### src/rtl/sbox_sched_if.sv
// Bundle between the S-box requesters / shared ROM and the sbox_sched arbiter.
// Latency: none (wires only).
// Backpressure: req_ready is the only stall; responses and ROM reads are never stalled.
//
// master: requester lanes plus the ROM data return (drives req_*, sbox_y)
// slave : the scheduler (drives req_ready, rsp_*, sbox_a, busy)
interface sbox_sched_if #(
    parameter int NREQ = 4
);
    logic [NREQ-1:0]   req_valid;
    logic [8*NREQ-1:0] req_byte;
    logic [NREQ-1:0]   req_ready;
    logic [NREQ-1:0]   rsp_valid;
    logic [8*NREQ-1:0] rsp_byte;
    logic [7:0]        sbox_a;
    logic [7:0]        sbox_y;
    logic              busy;

    modport master (
        output req_valid, req_byte, sbox_y,
        input  req_ready, rsp_valid, rsp_byte, sbox_a, busy
    );

    modport slave (
        input  req_valid, req_byte, sbox_y,
        output req_ready, rsp_valid, rsp_byte, sbox_a, busy
    );
endinterface

### src/rtl/sbox_sched.sv
// Round-robin time-sharing of one synchronous S-box ROM among NREQ requesters.
// Latency: grant in cycle t -> rsp_valid/rsp_byte in cycle t+1, one lookup per cycle, no bubbles.
// Backpressure: one-hot combinational req_ready per cycle; responses cannot be stalled.
//
// Ports: clk, reset (sync, active-high), bus (sbox_sched_if.slave):
//   req_valid/req_byte/req_ready  requester handshake, byte k in bits [8k+7:8k]
//   rsp_valid/rsp_byte            one-hot result return, unselected lanes read 8'h00
//   sbox_a/sbox_y                 shared ROM address out / registered ROM data in
//   busy                          a lookup is in flight
// Optional macro SBOX_SCHED_PRIO_EN: lane 0 (key expansion) gets absolute priority,
// lanes 1..NREQ-1 round-robin among themselves.
module sbox_sched #(
    parameter int NREQ = 4
) (
    input  logic         clk,
    input  logic         reset,
    sbox_sched_if.slave  bus
);

    localparam int PW = (NREQ > 1) ? $clog2(NREQ) : 1;

`ifdef SBOX_SCHED_PRIO_EN
    localparam logic [PW-1:0] PTR_RST = PW'(1);
`else
    localparam logic [PW-1:0] PTR_RST = '0;
`endif

    logic [PW-1:0]   ptr;
    logic [PW-1:0]   ptr_nxt;
    logic            tag_valid;
    logic [PW-1:0]   tag_id;
    logic            gnt_any;
    logic [PW-1:0]   gnt_id;
    logic [NREQ-1:0] gnt_oh;

    // Arbitration: scan lanes starting at ptr, first valid one wins.
    always_comb begin
        int            lane;
        logic [PW-1:0] cand;
        lane    = 0;
        cand    = '0;
        gnt_any = 1'b0;
        gnt_id  = '0;
`ifdef SBOX_SCHED_PRIO_EN
        if (bus.req_valid[0]) begin
            gnt_any = 1'b1;
            gnt_id  = '0;
        end else begin
            // ptr lives in 1..NREQ-1, so wrap back to lane 1, never lane 0
            for (int i = 0; i < NREQ - 1; i++) begin
                lane = int'(ptr) + i;
                if (lane >= NREQ) lane = lane - (NREQ - 1);
                cand = PW'(lane);
                if (!gnt_any && bus.req_valid[cand]) begin
                    gnt_any = 1'b1;
                    gnt_id  = cand;
                end
            end
        end
`else
        for (int i = 0; i < NREQ; i++) begin
            lane = int'(ptr) + i;
            if (lane >= NREQ) lane = lane - NREQ;
            cand = PW'(lane);
            if (!gnt_any && bus.req_valid[cand]) begin
                gnt_any = 1'b1;
                gnt_id  = cand;
            end
        end
`endif
        // No grants while reset is held, so the ROM sees 8'h00 and nobody
        // believes a transfer happened.
        if (reset) begin
            gnt_any = 1'b0;
            gnt_id  = '0;
        end
    end

    // Pointer advance past the granted lane.
    always_comb begin
        ptr_nxt = ptr;
`ifdef SBOX_SCHED_PRIO_EN
        // Lane-0 grants leave the rotation among lanes 1..NREQ-1 untouched
        if (gnt_any && gnt_id != '0) begin
            if (gnt_id == PW'(NREQ - 1)) ptr_nxt = PW'(1);
            else                         ptr_nxt = gnt_id + PW'(1);
        end
`else
        if (gnt_any) begin
            if (gnt_id == PW'(NREQ - 1)) ptr_nxt = '0;
            else                         ptr_nxt = gnt_id + PW'(1);
        end
`endif
    end

    always_comb begin
        gnt_oh = '0;
        for (int k = 0; k < NREQ; k++) begin
            if (gnt_any && gnt_id == PW'(k)) gnt_oh[k] = 1'b1;
        end
    end

    always_ff @(posedge clk) begin
        if (reset) begin
            ptr       <= PTR_RST;
            tag_valid <= 1'b0;
            tag_id    <= '0;
        end else begin
            ptr       <= ptr_nxt;
            tag_valid <= gnt_any;
            tag_id    <= gnt_id;
        end
    end

    assign bus.req_ready = gnt_oh;
    assign bus.busy      = tag_valid;

    // ROM address: the granted lane's byte, or 8'h00 when idle.
    always_comb begin
        bus.sbox_a = 8'h00;
        for (int k = 0; k < NREQ; k++) begin
            if (gnt_oh[k]) bus.sbox_a = bus.req_byte[8*k +: 8];
        end
    end

    // ROM data arrives one cycle after the address; steer it by the tag that
    // was captured alongside that address.
    always_comb begin
        bus.rsp_valid = '0;
        bus.rsp_byte  = '0;
        for (int k = 0; k < NREQ; k++) begin
            if (tag_valid && tag_id == PW'(k)) begin
                bus.rsp_valid[k]        = 1'b1;
                bus.rsp_byte[8*k +: 8]  = bus.sbox_y;
            end
        end
    end

endmodule

### src/flat_wrapper.sv
// flat-port wrapper written by rule: the top's interface ports become plain ports
module sbox_sched_flat 
#(
    parameter int NREQ = 4
)
  (clk, reset, bus_req_valid, bus_req_byte, bus_sbox_y, bus_req_ready, bus_rsp_valid, bus_rsp_byte, bus_sbox_a, bus_busy);
  sbox_sched_if #(.NREQ(NREQ)) bus_i ();
  input  logic clk;
  input  logic reset;
  input wire logic [$bits(bus_i.req_valid)-1:0] bus_req_valid;
  input wire logic [$bits(bus_i.req_byte)-1:0] bus_req_byte;
  input wire logic [$bits(bus_i.sbox_y)-1:0] bus_sbox_y;
  output wire logic [$bits(bus_i.req_ready)-1:0] bus_req_ready;
  output wire logic [$bits(bus_i.rsp_valid)-1:0] bus_rsp_valid;
  output wire logic [$bits(bus_i.rsp_byte)-1:0] bus_rsp_byte;
  output wire logic [$bits(bus_i.sbox_a)-1:0] bus_sbox_a;
  output wire logic [$bits(bus_i.busy)-1:0] bus_busy;
  assign bus_i.req_valid = bus_req_valid;
  assign bus_i.req_byte = bus_req_byte;
  assign bus_i.sbox_y = bus_sbox_y;
  assign bus_req_ready = bus_i.req_ready;
  assign bus_rsp_valid = bus_i.rsp_valid;
  assign bus_rsp_byte = bus_i.rsp_byte;
  assign bus_sbox_a = bus_i.sbox_a;
  assign bus_busy = bus_i.busy;
  sbox_sched #(.NREQ(NREQ)) u_core (.clk(clk), .reset(reset), .bus(bus_i));
endmodule
### config.mk
export PLATFORM = sky130hd
export DESIGN_NAME = sbox_sched_flat
export DESIGN_NICKNAME = d
export VERILOG_FILES = /design/src/rtl/sbox_sched_if.sv /design/src/rtl/sbox_sched.sv /design/src/flat_wrapper.sv
export SDC_FILE = /design/constraint.sdc
export NUM_CORES = 1
export LEC_CHECK = 0
export BUFFER_PORTS_ARGS = -buffer_cell sky130_fd_sc_hd__clkbuf_2
export CORE_ASPECT_RATIO = 0.9
export CORE_MARGIN = 2
export CORE_UTILIZATION = 36
export CTS_BUF_LIST = sky130_fd_sc_hd__clkbuf_16
export DETAILED_ROUTE_END_ITERATION = 6
export HOLD_SLACK_MARGIN = 0.1
export MAX_ROUTING_LAYER = met4
export PLACE_DENSITY = 0.92
export SYNTH_ARGS = -nofsm -noshare
export SYNTH_HDL_FRONTEND = slang
export SYNTH_SLANG_ARGS = --single-unit
### constraint.sdc
create_clock -name clk -period 3.8 [get_ports clk]
set_input_delay 0.76 -clock clk [delete_from_list [all_inputs] [get_ports clk]]
set_output_delay 0.76 -clock clk [all_outputs]
set_load 0.005 [all_outputs]
Word level (Yosys, flattened, before mapping)
Cells that the tools add are included.
W data, S select, Z words.
{ "totals": {"regBits": 5, "latch_bits": 0, "ram_bits": 0, "mem_bits_ro": 0, "in_bits": 46, "elab_cells": 80, "n_memories": 0} }
{ "op_classes": {"add_sub_neg": 8, "multipliers": 0, "n_div": 0, "n_lt_le_gt_ge": 8, "eq_ne": 6, "shift": 0, "muxes": 39, "bitwise": 0, "reduce_logical": 16} }
{ "ops": {"columns": ["cell", "count"], "rows": [
  ["$mux W8", 8],
  ["$mux W2", 10],
  ["$mux W1", 17],
  ["$lt A2 B3 Y1 const B", 4],
  ["$logic_and A1 B1 Y1", 11],
  ["$ge A3 B3 Y1 const B", 3],
  ["$bmux W1 S2", 4],
  ["$eq A2 B2 Y1 const B", 4],
  ["$sub A2 B1 Y2 const B", 4],
  ["$add A2 B2 Y3 const B", 2],
  ["$eq A2 B1 Y1 const B", 2],
  ["$logic_not A2 Y1", 2],
  ["$add A2 B1 Y3 const B", 1],
  ["$ge A2 B3 Y1 const B", 1],
  ["$logic_not A1 Y1", 3],
  ["$add A2 B1 Y2 const B", 1]
]} }

Depth between registers and ports, before layout
{ "logic_depth": {"depth_word": 22, "mapped_depth": 11, "mapped_depth_nobuf": 8} }

Worst setup path after synthesis
OpenSTA, ideal clock, no wires.
{ "synth_timing": {"path_kind": "input port to output port", "from": "input bus_req_valid[0]", "to": "output bus_sbox_a[6]", "arrival_ns": 2.519, "required_ns": 3.040, "path_slack_ns": 0.521, "stages": 10, "path_buffers": 2, "path_cell_list": "nor4_2 > or2_1 > buf_6 > inv_4 > and4_1 > ha_1 > buf_2 > nand3b_1 > a221o_1 > a21oi_1"} }
{ "synth_between": {"elab_chain_len": 20, "word_cells_on_any_way": 40, "cone_classes": "eq/ne: 3; mux: 26; reduce/logical: 11"} }
{ "synth_lines": {"columns": ["element", "line", "rtl"], "rows": [
  ["from (decl)", "flat_wrapper.sv:10", "input wire logic [$bits(bus_i.req_valid)-1:0] bus_req_valid;"],
  ["$bmux W1 S2", "sbox_sched.sv:65", "if (!gnt_any && bus.req_valid[cand]) begin"],
  ["$mux W1 (not written as such)", "sbox_sched.sv:65", null],
  ["$mux W1", "sbox_sched.sv:65", null],
  ["$logic_not A1 Y1", "sbox_sched.sv:65", null],
  ["$logic_and A1 B1 Y1", "sbox_sched.sv:65", null],
  ["$mux W1", "sbox_sched.sv:65", null],
  ["$logic_not A1 Y1", "sbox_sched.sv:65", null],
  ["$logic_and A1 B1 Y1", "sbox_sched.sv:65", null],
  ["[... 3 more ...]", null, null],
  ["$mux W2 (*)", "sbox_sched.sv:65", null],
  ["$mux W2 (*)", "sbox_sched.sv:73", "if (reset) begin"],
  ["via u_core.gnt_id[0]", "sbox_sched.sv:33", "logic [PW-1:0] gnt_id;"],
  ["$logic_not A2 Y1", "sbox_sched.sv:99", "if (gnt_any && gnt_id == PW'(k)) gnt_oh[k] = 1'b1;"],
  ["$logic_and A1 B1 Y1", "sbox_sched.sv:99", null],
  ["$mux W1", "sbox_sched.sv:99", null],
  ["$mux W8 (3 in a row)", "sbox_sched.sv:122", "if (gnt_oh[k]) bus.sbox_a = bus.req_byte[8*k +: 8];"],
  ["$mux W8 (*)", "sbox_sched.sv:122", null],
  ["to (decl)", "flat_wrapper.sv:16", "output wire logic [$bits(bus_i.sbox_a)-1:0] bus_sbox_a;"]
]} }
The timed path passes the listed nets; every way through them passes the cells marked *. The select of a mux whose other input is x is not followed.

Worst setup path in the final report
{ "layout_timing": {"from": "input bus_req_valid[1]", "to": "output bus_sbox_a[1]"} }
{ "layout_between": {"elab_chain_len": 20, "word_cells_on_any_way": 40, "cone_classes": "eq/ne: 3; mux: 26; reduce/logical: 11"} }
{ "layout_lines": {"columns": ["element", "line"], "rows": [
  ["$bmux W1 S2", "sbox_sched.sv:65"],
  ["$mux W1 (not written as such)", "sbox_sched.sv:65"],
  ["$mux W1", "sbox_sched.sv:65"],
  ["$logic_not A1 Y1", "sbox_sched.sv:65"],
  ["$logic_and A1 B1 Y1", "sbox_sched.sv:65"],
  ["$mux W1", "sbox_sched.sv:65"],
  ["$logic_not A1 Y1", "sbox_sched.sv:65"],
  ["$logic_and A1 B1 Y1", "sbox_sched.sv:65"],
  ["[... 2 more ...]", null],
  ["$logic_and A1 B1 Y1", "sbox_sched.sv:65"],
  ["$mux W2", "sbox_sched.sv:65"],
  ["$mux W2", "sbox_sched.sv:73"],
  ["$logic_not A2 Y1", "sbox_sched.sv:99"],
  ["$logic_and A1 B1 Y1", "sbox_sched.sv:99"],
  ["$mux W1", "sbox_sched.sv:99"],
  ["$mux W8 (3 in a row)", "sbox_sched.sv:122"],
  ["$mux W8 (*)", "sbox_sched.sv:122"]
]} }
Every way passes the cells marked *; elsewhere a longest branch is shown, timed or not. The select of a mux whose other input is x is not followed.

==> flow_metrics.env <==
export IMPL_place_congestion=0.809
export IMPL_insertion_delay_ns=0.22
export IMPL_crit_arrival_ns=2.79
export IMPL_crit_chain="clkbuf_2 -> nor2b_1 -> o311ai_1 -> a221o_1 -> ha_1 -> nand3b_1 -> a221o_1 -> a21oi_1 -> clkbuf_2"
export IMPL_post_synth_top_count_cell="and2_1"
export IMPL_nets=279
export IMPL_powerDensity_nw_per_um2=274
export IMPL_cts_tree="built"
export IMPL_cts_root_buf="clkbuf_16"
export IMPL_rows=17
export IMPL_first_iter_violations=58
export IMPL_crit_path_end_kind="output pin"
export IMPL_fin_total_pwr_mw=0.413
export IMPL_synth_xor_xnor_area_share_pct=0
export IMPL_relSlewSlack_pct=40.2
export IMPL_start_kind="input port"
export IMPL_synthSimpleGateAreaFrac_pct=48.5
export IMPL_vias_per_cell=4.95
export IMPL_drv_slew=0
export IMPL_rsz0062_at_grt="no"
export IMPL_grt_antenna_before_repair=0
export IMPL_synth_compound_area_share_pct=25.5
export IMPL_core_area_um2=2470
export IMPL_cp_max_fo=9
export IMPL_start_util_pct=38.0
export IMPL_holdPathStages=2
export IMPL_place_hpwl_um=2340
export IMPL_yosysSeqAreaShare_pct=10.7
export IMPL_hold_buffers=0
export IMPL_ys_flop_type="dfxtp_1"
export IMPL_drtAntennaViolNets=0
export IMPL_synth_mux_area_fraction_pct=1.07
export IMPL_clk_path_buf_depth=2
export IMPL_clock_skew_ns=0.000759
export IMPL_die_w_um=57.8
export IMPL_reg2reg_from="u_core.ptr[1]"
export IMPL_totalWireLength_um=2870
export IMPL_antenna_cells=0
export IMPL_dr_pass1_iters=4
export IMPL_overflow=0
export IMPL_cts_htree_levels=1
export IMPL_synth_area_leaders="and2_1, dfxtp_1, a221o_1, a21oi_1, nand3b_1"
export IMPL_drive_gt1_share_pct=45.6
export IMPL_cp_startpoint="bus_req_valid[1]"
export IMPL_worst_pin_slew_ns=0.895
export IMPL_period_share_pct=93.5
export IMPL_ctsResizeCount=0
export IMPL_yosys_register_bits=5
export IMPL_clk_pin_slew_ns=0.03
export IMPL_final_util_pct=61.0
export IMPL_design_portCount=95
export IMPL_synth_nets=186
export IMPL_maxCapViolCount=0
export IMPL_hp_start="u_core.ptr[1]"
export IMPL_synth_async_reset_ratio_pct=0
export IMPL_crit_family="compound AO/OA/AOI/OAI gates"
export IMPL_synth_common_cells="and2_1, a21oi_1, nand2_1"
export IMPL_cts_sinks=5
export IMPL_synth_edf_count=0
export IMPL_cts_buffers=3
export IMPL_critical_path_cell_count=9
export IMPL_vias=1268
export IMPL_hold_class="reg -> reg"
export IMPL_ys_types=32
export IMPL_netlist_instances=136
export IMPL_fin_crit_ns=3.55
export IMPL_place_area_um2=1420
export IMPL_grt_pass1_vias=1066
export IMPL_synth_top_family_by_area="simple AND/OR/NAND/NOR gates"
export IMPL_ys_warn_count=0
export IMPL_die_area_um2=3030
export IMPL_design_area_um2=1510
export IMPL_fmax_mhz=282
export IMPL_slowest_stage="o311ai_1"
export IMPL_min_to="u_core.ptr[1]"
export IMPL_tns_ns=0
export IMPL_cts_setup_buffers=0
export IMPL_synth_adder_area_share_pct=5.34
export IMPL_syn_to_final_growth_pct=60.6
export IMPL_required_ns=3.04
export IMPL_drc=0
export IMPL_grt_pass1_wl_um=4470
export IMPL_grt_max_degree=18
export IMPL_dp_slack_ns=0.179
export IMPL_setup_violations=0
export IMPL_place_port_buffers=94
export IMPL_critical_path_max_stage_delay_ns=0.42
export IMPL_groute_usage_overall_pct=19.1
export IMPL_wl_per_cell_um=11.2
export IMPL_yosysTopAreaCellShare_pct=24.0
export IMPL_synth_top_area_cell="and2_1"
export IMPL_status="complete, no violations"
export IMPL_layout_setup_ws_ns=0.248
export IMPL_crit_type="in -> out"
export IMPL_die_h_um=52.4
export IMPL_cp_num_buf_inv=2
export IMPL_syn_area_per_cell_um2=6.89
export IMPL_ir_worst_vdd_uv=215
export IMPL_synth_cell_area_um2=937
export IMPL_reg2reg_depth=6
export IMPL_timing_rr_end="u_core.ptr[1]"
export IMPL_rrSetupSlack_ns=2.09
export IMPL_leakagePower_nw=0.836
export IMPL_hold_viol=0
[tightest hold or removal path, stage by stage, from the launching register on]
cell and delay, ns:
dfxtp_1 0.34, mux2i_1 0.14, nor2_1 0.05
[sequential cells by signal, summed over array words and instances, names as in the netlist]
| name | cells |
|---|---|
| u_core.bus.busy | 1 |
| u_core.tag_id | 2 |
| u_core.ptr | 2 |
[stage by stage]
step                instances  hold WS (ns)
floorplan                 136         0.529
global placement          252         0.571
detailed placement        252         0.592
CTS                       256         0.602
global route              256         0.643
finish                    256         0.597
[cell type report]
class	instances	area, um2
Fill cell	227	962
Multi-Input combinational cell	113	762
Timing Repair Buffer	97	493
Sequential cell	5	100
Clock buffer	3	75.1
Inverter	9	36.3
Tap cell	28	35.0
Clock inverter	1	3.75
[per-layer routing]
| metal | track usage (%) | share of wire (%) |
|---|---|---|
| met4 | 6.20 | 0.42 |
| met2 | 33.9 | 51 |
| met3 | 3.46 | 6.9 |
| met5 | - | 0 |
| met1 | 21.8 | 41 |
[cells in the final DEF, fill, tap and decap left out, types with 3 or more instances in the layout]
cell	instances
nand3b_1	9
nor2b_1	4
and2_1	36
a221o_1	9
buf_4	3
inv_1	9
a21oi_1	16
nand2_1	10
nand2b_1	3
clkbuf_2	94
nor2_1	4
ha_1	3
clkbuf_16	3
dfxtp_1	5
[power by group]
| part | switching (mW) | leakage (nW) | internal, mW | total (mW) |
|---|---|---|---|---|
| Sequential | 0.00646 | 0.0416 | 0.0588 | 0.0652 |
| Clock | 0.0325 | 0.0423 | 0.136 | 0.169 |
| Combinational | 0.0845 | 0.752 | 0.0948 | 0.179 |
| Total | 0.123 | 0.836 | 0.290 | 0.413 |
[worst max path at each step]
| stage | slack [ns] | to |
|---|---|---|
| 3_3_place_gp | 0.27 | bus_sbox_a[0] |
| 6_report | 0.25 | bus_sbox_a[1] |
| 4_1_cts | 0.19 | bus_sbox_a[1] |
| 5_1_grt | 0.02 | bus_sbox_a[0] |
| 2_1_floorplan | 0.52 | bus_sbox_a[6] |
| 3_5_place_dp | 0.18 | bus_sbox_a[0] |
[cell families (layout without fill, tap and decap cells)]
logic type	count (synthesis)	count (layout)
AND/OR/NAND/NOR	74	74
AO/OA/AOI/OAI	34	34
buffers and inverters	18	110
flip-flops	5	5
adder cells (fa/ha/maj)	4	4
multiplexers	1	1
(Power assumes the default switching activity.)
